**src/rtl/s2p_align_ctrl_if.sv**
```systemverilog
// Byte stream from the deserializer plus lock status and payload toward the sink.
// S2P_ALIGN_STATS_EN adds the ERR_CNT / LOSS_CNT statistics outputs.
interface s2p_align_ctrl_if;
  logic [7:0]  BYTE_IN;
  logic        BYTE_VALID;
  logic        DES_RESYNC;
  logic        LOCKED;
  logic [7:0]  DATA_OUT;
  logic        DATA_VALID;
`ifdef S2P_ALIGN_STATS_EN
  logic [15:0] ERR_CNT;
  logic [7:0]  LOSS_CNT;
`endif

  // master: deserializer / payload sink side
  modport master (
    output BYTE_IN, BYTE_VALID,
`ifdef S2P_ALIGN_STATS_EN
    input  ERR_CNT, LOSS_CNT,
`endif
    input  DES_RESYNC, LOCKED, DATA_OUT, DATA_VALID
  );

  // slave: alignment controller side
  modport slave (
    input  BYTE_IN, BYTE_VALID,
`ifdef S2P_ALIGN_STATS_EN
    output ERR_CNT, LOSS_CNT,
`endif
    output DES_RESYNC, LOCKED, DATA_OUT, DATA_VALID
  );
endinterface

```
**src/rtl/s2p_align_ctrl.sv**
```systemverilog
// Lane alignment: hunts/confirms/holds COM frame lock, forwards payload only while locked.
// Latency: payload and status registered, 1 CLK after the byte; S2P_ALIGN_STATS_EN adds error/loss counters.
// Backpressure: none; every BYTE_VALID byte is consumed, DES_RESYNC asks the deserializer to re-hunt.
module s2p_align_ctrl #(
  parameter logic [7:0] COM_SYMBOL   = 8'hBC,
  parameter int         FRAME_LEN    = 8,
  parameter int         LOCK_COUNT   = 4,
  parameter int         LOSS_COUNT   = 4,
  parameter int         HUNT_TIMEOUT = 64
) (
  input logic             CLK,
  input logic             RESET,
  s2p_align_ctrl_if.slave bus
);

  localparam int PW = (FRAME_LEN > 1) ? $clog2(FRAME_LEN) : 1;
  localparam int GW = $clog2(LOCK_COUNT + 1);
  localparam int BW = $clog2(LOSS_COUNT + 1);
  localparam int TW = (HUNT_TIMEOUT > 1) ? $clog2(HUNT_TIMEOUT) : 1;

  localparam logic [PW-1:0] POS_LAST = PW'(FRAME_LEN - 1);
  localparam logic [GW-1:0] GOOD_MAX = GW'(LOCK_COUNT);
  localparam logic [BW-1:0] BAD_MAX  = BW'(LOSS_COUNT);
  localparam logic [TW-1:0] TMR_LAST = TW'(HUNT_TIMEOUT - 1);

  typedef enum logic [1:0] {
    ST_HUNT   = 2'd0,
    ST_CHECK  = 2'd1,
    ST_LOCKED = 2'd2
  } state_t;

  state_t        state;
  logic [PW-1:0] pos;
  logic [GW-1:0] good_cnt;
  logic [BW-1:0] bad_cnt;
  logic [TW-1:0] hunt_tmr;

  logic          des_resync;
  logic          locked;
  logic          data_vld;
  logic [7:0]    data_dat;

`ifdef S2P_ALIGN_STATS_EN
  logic [15:0]   err_cnt;
  logic [7:0]    loss_cnt;
`endif

  logic          is_com;
  logic          at_bnd;
  logic          good_bnd;
  logic          bad_bnd;
  logic [PW-1:0] pos_inc;
  logic [GW-1:0] good_inc;
  logic [BW-1:0] bad_inc;

  // A bad boundary is either a missing COM where one is due or a COM where none is due.
  always_comb begin
    is_com   = (bus.BYTE_IN == COM_SYMBOL);
    at_bnd   = (pos == '0);
    good_bnd = bus.BYTE_VALID && is_com && at_bnd;
    bad_bnd  = bus.BYTE_VALID && (is_com != at_bnd);
    pos_inc  = (pos == POS_LAST) ? '0 : pos + PW'(1);
    good_inc = (good_cnt == GOOD_MAX) ? good_cnt : good_cnt + GW'(1);
    bad_inc  = (bad_cnt == BAD_MAX) ? bad_cnt : bad_cnt + BW'(1);
  end

  always_ff @(posedge CLK) begin
    if (RESET) begin
      state      <= ST_HUNT;
      pos        <= '0;
      good_cnt   <= '0;
      bad_cnt    <= '0;
      hunt_tmr   <= '0;
      des_resync <= 1'b0;
      locked     <= 1'b0;
      data_vld   <= 1'b0;
      data_dat   <= '0;
`ifdef S2P_ALIGN_STATS_EN
      err_cnt    <= '0;
      loss_cnt   <= '0;
`endif
    end else begin
      des_resync <= 1'b0;
      data_vld   <= 1'b0;

      case (state)
        ST_HUNT: begin
          // A COM in the timeout cycle takes priority over the resync pulse.
          if (bus.BYTE_VALID && is_com) begin
            hunt_tmr <= '0;
            pos      <= PW'(1);
            good_cnt <= GW'(1);
            if (LOCK_COUNT <= 1) begin
              state  <= ST_LOCKED;
              locked <= 1'b1;
            end else begin
              state  <= ST_CHECK;
            end
          end else if (hunt_tmr == TMR_LAST) begin
            hunt_tmr   <= '0;
            des_resync <= 1'b1;
          end else begin
            hunt_tmr   <= hunt_tmr + TW'(1);
          end
        end

        ST_CHECK: begin
          if (good_bnd) begin
            good_cnt <= good_inc;
            pos      <= pos_inc;
            if (good_inc == GOOD_MAX) begin
              state  <= ST_LOCKED;
              locked <= 1'b1;
            end
          end else if (bad_bnd) begin
            state      <= ST_HUNT;
            des_resync <= 1'b1;
            pos        <= '0;
            good_cnt   <= '0;
            bad_cnt    <= '0;
          end else if (bus.BYTE_VALID) begin
            pos <= pos_inc;
          end
        end

        ST_LOCKED: begin
          if (good_bnd) begin
            bad_cnt <= '0;
            pos     <= pos_inc;
          end else if (bad_bnd) begin
`ifdef S2P_ALIGN_STATS_EN
            if (err_cnt != 16'hFFFF) err_cnt <= err_cnt + 16'd1;
`endif
            if (bad_inc == BAD_MAX) begin
              state      <= ST_HUNT;
              locked     <= 1'b0;
              des_resync <= 1'b1;
              pos        <= '0;
              good_cnt   <= '0;
              bad_cnt    <= '0;
`ifdef S2P_ALIGN_STATS_EN
              if (loss_cnt != 8'hFF) loss_cnt <= loss_cnt + 8'd1;
`endif
            end else begin
              // The offending byte is taken as the new frame start.
              bad_cnt <= bad_inc;
              pos     <= PW'(1);
            end
          end else if (bus.BYTE_VALID) begin
            data_dat <= bus.BYTE_IN;
            data_vld <= 1'b1;
            pos      <= pos_inc;
          end
        end

        default: begin
          state    <= ST_HUNT;
          locked   <= 1'b0;
          pos      <= '0;
          good_cnt <= '0;
          bad_cnt  <= '0;
          hunt_tmr <= '0;
        end
      endcase
    end
  end

  assign bus.DES_RESYNC = des_resync;
  assign bus.LOCKED     = locked;
  assign bus.DATA_OUT   = data_dat;
  assign bus.DATA_VALID = data_vld;
`ifdef S2P_ALIGN_STATS_EN
  assign bus.ERR_CNT    = err_cnt;
  assign bus.LOSS_CNT   = loss_cnt;
`endif

endmodule

```
**src/flat_wrapper.sv**
```systemverilog
// flat-port wrapper written by rule: the top's interface ports become plain ports
module s2p_align_ctrl_flat 
#(
  parameter logic [7:0] COM_SYMBOL   = 8'hBC,
  parameter int         FRAME_LEN    = 8,
  parameter int         LOCK_COUNT   = 4,
  parameter int         LOSS_COUNT   = 4,
  parameter int         HUNT_TIMEOUT = 64
)
  (CLK, RESET, bus_BYTE_IN, bus_BYTE_VALID, bus_DES_RESYNC, bus_LOCKED, bus_DATA_OUT, bus_DATA_VALID);
  s2p_align_ctrl_if bus_i ();
  input logic CLK;
  input logic RESET;
  input wire logic [$bits(bus_i.BYTE_IN)-1:0] bus_BYTE_IN;
  input wire logic [$bits(bus_i.BYTE_VALID)-1:0] bus_BYTE_VALID;
  output wire logic [$bits(bus_i.DES_RESYNC)-1:0] bus_DES_RESYNC;
  output wire logic [$bits(bus_i.LOCKED)-1:0] bus_LOCKED;
  output wire logic [$bits(bus_i.DATA_OUT)-1:0] bus_DATA_OUT;
  output wire logic [$bits(bus_i.DATA_VALID)-1:0] bus_DATA_VALID;
  assign bus_i.BYTE_IN = bus_BYTE_IN;
  assign bus_i.BYTE_VALID = bus_BYTE_VALID;
  assign bus_DES_RESYNC = bus_i.DES_RESYNC;
  assign bus_LOCKED = bus_i.LOCKED;
  assign bus_DATA_OUT = bus_i.DATA_OUT;
  assign bus_DATA_VALID = bus_i.DATA_VALID;
  s2p_align_ctrl #(.COM_SYMBOL(COM_SYMBOL), .FRAME_LEN(FRAME_LEN), .LOCK_COUNT(LOCK_COUNT), .LOSS_COUNT(LOSS_COUNT), .HUNT_TIMEOUT(HUNT_TIMEOUT)) u_core (.CLK(CLK), .RESET(RESET), .bus(bus_i));
endmodule
```
**config.mk**
```make
export PLATFORM = sky130hd
export DESIGN_NAME = s2p_align_ctrl_flat
export DESIGN_NICKNAME = d
export VERILOG_FILES = /design/src/rtl/s2p_align_ctrl_if.sv /design/src/rtl/s2p_align_ctrl.sv /design/src/flat_wrapper.sv
export SDC_FILE = /design/constraint.sdc
export NUM_CORES = 1
export LEC_CHECK = 0
export CORE_MARGIN = 2
export CORE_UTILIZATION = 59
export CTS_CLUSTER_SIZE = 40
export DETAILED_ROUTE_END_ITERATION = 6
export GPL_ROUTABILITY_DRIVEN = 0
export PLACE_DENSITY = 0.84
export SYNTH_ARGS = -nofsm -noshare
export SYNTH_HDL_FRONTEND = slang
export SYNTH_SLANG_ARGS = --single-unit
export TNS_END_PERCENT = 50
```
**constraint.sdc**
```tcl
create_clock -name CLK -period 4.54 [get_ports CLK]
set_input_delay 0.454 -clock CLK [delete_from_list [all_inputs] [get_ports CLK]]
set_output_delay 0.454 -clock CLK [all_outputs]
set_load 0.02 [all_outputs]
```
==> reports/qor.txt, run 1 <==
Syn Inst Count - 204
Share of the synthesized area in the top cell type - 31.9%
Largest family of logic cells by synthesized area - simple AND/OR/NAND/NOR gates
Final Core Density - 71.8%
EDFF count, synth - 0
Filler Cell Count - 239
Synth Area per Inst - 8.61 um^2
Post-layout total power - 0.468 mW
Rel. slew slack - 40.6%
Final Non-Filler Cells - 251
Setup crit start kind - register
DRT iter0 DRCs - 103
# Max-Cap Violations - 0
Die X - 58.6 um
Synth Area in Compound Gates - 22.9%
Storage cell area - 561 um^2
Post-DRT Antenna Nets - 0
CP endpoint kind - register
Htree depth - 1
Most numerous cell in the Yosys netlist - dfxtp_1
Cell row count - 19
CP max-delay cell - a311oi_1
Initial antenna violation count - 0
Core area - 2780 um^2
Final instance area - 2000 um^2
CTS Buffer Depth - 2
Drc violations - 0
PostCTS Resize Cnt - 0
1st-pass router iterations - 5
Fraction of registers with async set/reset - 0%
Worst-margin pin slew - 0.888 ns
# port buffers - 21
Worst path max stage delay - 0.54 ns
Height of the die - 58.6 um
CTS tree - yes
Critical path type - register to register
Xor/xnor share of the synthesized area - 1.99%
Setup violations, final - 0
Adder-Cell Fraction of Synth Area - 8.55%
Vias in the first global route - 1607
Post-DP Area - 1970 um^2
Clock insertion delay at the later pin of the skew report - 0.33 ns
Synth Cell Area - 1760 um^2
Mux cell area share after synthesis - 5.13%
I/O Pins - 22
P_leak - 0.670 nW
Total gr overflow - 0
Routed WL per cell - 15.2 um
Post-CTS setup buffer count - 0
Fin Setup TNS - 0 ns
P&R area growth vs syn - 13.7%
Post-synth top area cell - dfxtp_1
Cell Chain, Critical Path - inv_1 -> ha_1 -> or3b_1 -> a311oi_1 -> o211ai_1 -> a211o_1 -> a221oi_2
Worst min-delay path class - register to register
Final hold vios - 0
Fin Clk Skew - 0.00520 ns
Unrepaired setup endpoints after global routing - no
Initial core utilization - 63.2%
Synth unique cells - 57
Placed Cells - 248
Simple-gate portion of the synthesized area - 23.9%
Largest net degree at the start of global routing - 25
Detailed Route WL - 3830 um
Ant. Diodes - 0
CP Max Fanout - 7
Final HPWL DP - 2890 um
Post-layout min period - 2.49 ns
First-pass GRT wire length - 6650 um
Most used DFF post-synth - dfxtp_1
Max VDD drop - 0.000263 V
CTS sink cnt - 28
Arrival time at the worst endpoint - 2.74 ns
Setup ws final - 2.05 ns
Status - finished, final reports clean
Fmax - 402 MHz
CTS root buf - clkbuf_4
# hold bufs at CTS - 0
Number of synthesized register bits - 28
Area contributors post-synth - dfxtp_1, ha_1, mux2i_1
Synth top cells by count - dfxtp_1, nor2_1, a21oi_1, inv_1, ha_1
Critical path startpoint - u_core.good_cnt[0]$_SDFFE_PP0P_
Min-Delay Startpoint - u_core.bus.LOCKED$_SDFFE_PP0P_
Dpl ws - 1.81 ns
Die Area - 3430 um^2
Multi-input gate area - 1100 um^2
All-layer global routing usage - 24.4%
WHS - 0.484 ns
Final Net Count - 245
Layout cells sized above 1 - 6.82%
Final cycle utilization of the critical path - 54.7%
DR vias/cell - 6.40
Crit path required time - 4.79 ns
Pins over their slew limit - 0
Worst R2R Start - u_core.good_cnt[0]$_SDFFE_PP0P_
TritonCTS buffer count - 3
Yosys warns - 0
Synth Net Count - 227
PwrDens - 235 nW/um^2
Worst-path clk slew - 0.14 ns
Routed via count - 1606
Post-synthesis sequential area ratio - 31.9%
layout make-up:
class	count	area share, %
Sequential cell	28	28.1
Multi-Input combinational cell	150	54.9
Inverter	18	3.38
Timing Repair Buffer	21	10.5
Clock buffer	3	1.13
Tap cell	31	1.94
cell families after synthesis:
logic type,count (synthesis)
compound gates,54
xor+xnor,4
fa+ha+maj,12
buf+inv,26
flops,28
mux,9
simple gates,71
registers in the layout, indices dropped and copies added, names as in the netlist:
| name | flops |
|---|---|
| u_core.bad_cnt | 3 |
| u_core.bus.DATA_OUT | 8 |
| u_core.bus.DATA_VALID | 1 |
| u_core.bus.DES_RESYNC | 1 |
| u_core.bus.LOCKED | 1 |
| u_core.good_cnt | 3 |
| u_core.hunt_tmr | 6 |
| u_core.pos | 3 |
| u_core.state | 2 |
worst max-delay path, delay by kind of cell, from the launching register on:
kind,cells,cell delay (ns)
AOI/OAI and AO/OA,4,1.23
and+or+nand+nor,1,0.40
buffers and inverters,1,0.07
adders and majority gates,1,0.25
DFF,1,0.46
path summary, 6_finish.rpt:
check	end	slack, ns	cells after the start
hold / removal	u_core.bus.LOCKED$_SDFFE_PP0P_	0.48	2
setup reg to reg	u_core.bus.LOCKED$_SDFFE_PP0P_	2.05	7
hold reg to reg	u_core.bus.LOCKED$_SDFFE_PP0P_	0.48	2
setup / recovery	u_core.bus.LOCKED$_SDFFE_PP0P_	2.05	7
routing by layer:
layer / vias to the layer above / GRT usage, % / wire length, um
met1: 746 / 29.0 / 1640
met4: 0 / 7.64 / 71
met2: 70 / 44.0 / 1860
li1: 778 / - / -
met3: 12 / 4.62 / 252
met5: - / 0 / 0
power breakdown:
| group | internal, mW | switching (mW) | total [mW] |
|---|---|---|---|
| clock | 0.0313 | 0.0713 | 0.103 |
| sequential | 0.257 | 0.0110 | 0.268 |
| combinational | 0.0411 | 0.0564 | 0.0975 |
| total | 0.330 | 0.139 | 0.468 |
cells in the final DEF, fill, tap and decap left out, types with 5 or more instances in the layout:
cell and n:
a21oi_1 17, clkdlybuf4s50_1 21, dfxtp_1 28, ha_1 12, inv_1 17, mux2i_1 9, nand2_1 8, nand3_1 7
nor2_1 20, nor3_1 5
Power figures use the tool's default switching activity.
==> inputs of run 2 (changes only) <==
- CORE_UTILIZATION: 59 -> 55
- PLACE_DENSITY: 0.84 -> 0.79
- clock period: 4.54 -> 2.4 ns (I/O delays scaled with it)
==> reports/qor.txt, run 2 (same netlist as run 1, synthesis figures left out) <==
Arrival time at the worst endpoint - 2.55 ns
Final Non-Filler Cells - 275
Drc violations - 0
Top Family by Delay on Critical Path - compound AO/OA/AOI/OAI gates
Post-layout min period - 2.30 ns
Register-to-Register Path Depth - 8
Total gr overflow - 0
Pins over their slew limit - 0
CP endpoint kind - register
R2r endpoint - u_core.state[1]$_SDFFE_PP0P_
Setup crit start kind - register
P&R area growth vs syn - 20.8%
Fmax - 434 MHz
Height of the die - 60.5 um
Final hold vios - 0
Critical path type - register to register
Worst-margin pin slew - 0.666 ns
Final HPWL DP - 3310 um
Worst-path clk slew - 0.14 ns
Die Area - 3660 um^2
Crit path capture - u_core.state[1]$_SDFFE_PP0P_
I/O Pins - 22
Initial core utilization - 57.5%
Final Net Count - 256
Worst R2R Start - u_core.bad_cnt[0]$_SDFFE_PP0P_
Status - finished, final reports clean
NetSw - 0.277 mW
Switching part of the total - 30.3%
Routed WL per cell - 16.1 um
CTS root buf - clkbuf_4
# hold bufs at CTS - 0
Final cycle utilization of the critical path - 96.0%
Detailed Route WL - 4430 um
Dpl ws - 0.00401 ns
Ant. Diodes - 0
Max reg flops - 8
DR vias/cell - 6.21
Cell Chain, Critical Path - inv_1 -> ha_1 -> or3b_4 -> a311oi_4 -> buf_4 -> o21a_1 -> o211ai_1 -> a221oi_1
Critical path startpoint - u_core.bad_cnt[0]$_SDFFE_PP0P_
Reg power frac - 55.6%
Max VDD drop - 0.000255 V
Most frequent cells in the layout - dfxtp_1, clkdlybuf4s50_1, nor2_1
P_leak - 0.729 nW
Number of buffers and inverters on the critical path - 2
# port buffers - 21
Clock insertion delay at the later pin of the skew report - 0.34 ns
Fin Setup TNS - 0 ns
CP max-delay cell - or3b_4
1st-pass router iterations - 5
Unrepaired setup endpoints after global routing - no
Setup violations, final - 0
Largest net degree at the start of global routing - 23
CP Max Fanout - 5
Die X - 60.5 um
Worst min-delay path class - register to register
CTS Buffer Depth - 2
Setup ws final - 0.0970 ns
Fin Clk Skew - 0.00366 ns
Worst path max stage delay - 0.42 ns
Crit path required time - 2.64 ns
PwrDens - 431 nW/um^2
Cell row count - 20
TritonCTS buffer count - 3
Core area - 3050 um^2
# Max-Cap Violations - 0
First-pass GRT wire length - 7610 um
Filler Cell Count - 276
Layout cells sized above 1 - 13.0%
Clock power frac - 21.6%
Htree depth - 1
Final Core Density - 69.5%
Rel. slew slack - 55.3%
Power share of the combinational group - 22.9%
R2R Setup Slk - 0.1 ns
DRT iter0 DRCs - 113
Initial antenna violation count - 0
Post-DRT Antenna Nets - 0
Int Power - 0.637 mW
Placed Cells - 271
All-layer global routing usage - 27.7%
Vias in the first global route - 1669
Routed via count - 1707
Most common cell after layout, fill and taps aside - dfxtp_1
Worst path depth - 8
CTS sink cnt - 28
CTS tree - yes
-- run 2: area by class of cell --
type                            count  area, um^2  area share (%)
Sequential cell                    28         566            26.7
Inverter                           18        67.6            3.18
Multi-Input combinational cell    150        1120            52.7
Tap cell                           44        55.1            2.59
Clock buffer                        3        22.5            1.06
Timing Repair Buffer               32         293            13.8
-- run 2: metal layers --
layer	part of all wire [%]	up-vias	track usage (%)	wire length (um)
met5	0	-	0	0
met4	3.8	0	13.7	170
met3	5.0	23	3.20	222
met2	49	61	47.8	2180
met1	42	823	34.3	1860
li1	-	800	-	-
-- run 2: power by group through the flow --
stage                     Sequential (mW)  Clock, mW  Combinational, mW
after floorplan                     0.514          0              0.130
after global placement              0.516          0              0.186
after detailed placement            0.518          0              0.197
after CTS                           0.508      0.197              0.200
after global routing                0.512      0.212              0.232
final                               0.508      0.197              0.209
-- run 2: metrics by stage --
stage / hold WS (ns) / cell area [um^2] / power [mW]
3_3_place_gp: 0.472 / 2070 / 0.703
4_1_cts: 0.497 / 2090 / 0.905
3_5_place_dp: 0.477 / 2070 / 0.715
2_1_floorplan: 0.319 / 1760 / 0.644
5_1_grt: 0.512 / 2120 / 0.956
6_report: 0.489 / 2120 / 0.914
-- run 2: what timing repair did --
item                                   4_1_cts  5_1_grt
setup buffers                                0        1
pin swaps                                    0        1
setup endpoints to repair                    2        5
endpoints found under the hold margin        0        0
gates resized for setup                      1        5
-- run 2: worst min-delay path by stage --
stage                              startpoint                               end  slack, ns  cells past startpoint
2_1_floorplan                           RESET  u_core.bus.DATA_VALID$_SDFF_PP0_       0.32                      1
3_3_place_gp   u_core.bus.LOCKED$_SDFFE_PP0P_    u_core.bus.LOCKED$_SDFFE_PP0P_       0.47                      2
3_5_place_dp   u_core.bus.LOCKED$_SDFFE_PP0P_    u_core.bus.LOCKED$_SDFFE_PP0P_       0.48                      2
4_1_cts        u_core.bus.LOCKED$_SDFFE_PP0P_    u_core.bus.LOCKED$_SDFFE_PP0P_       0.50                      2
5_1_grt        u_core.bus.LOCKED$_SDFFE_PP0P_    u_core.bus.LOCKED$_SDFFE_PP0P_       0.51                      2
6_report       u_core.bus.LOCKED$_SDFFE_PP0P_    u_core.bus.LOCKED$_SDFFE_PP0P_       0.49                      2
-- run 2: tightest hold or removal path: stages, from the launching register on --
cell	delay, ns
dfxtp_1	0.34
inv_1	0.06
a221oi_2	0.05
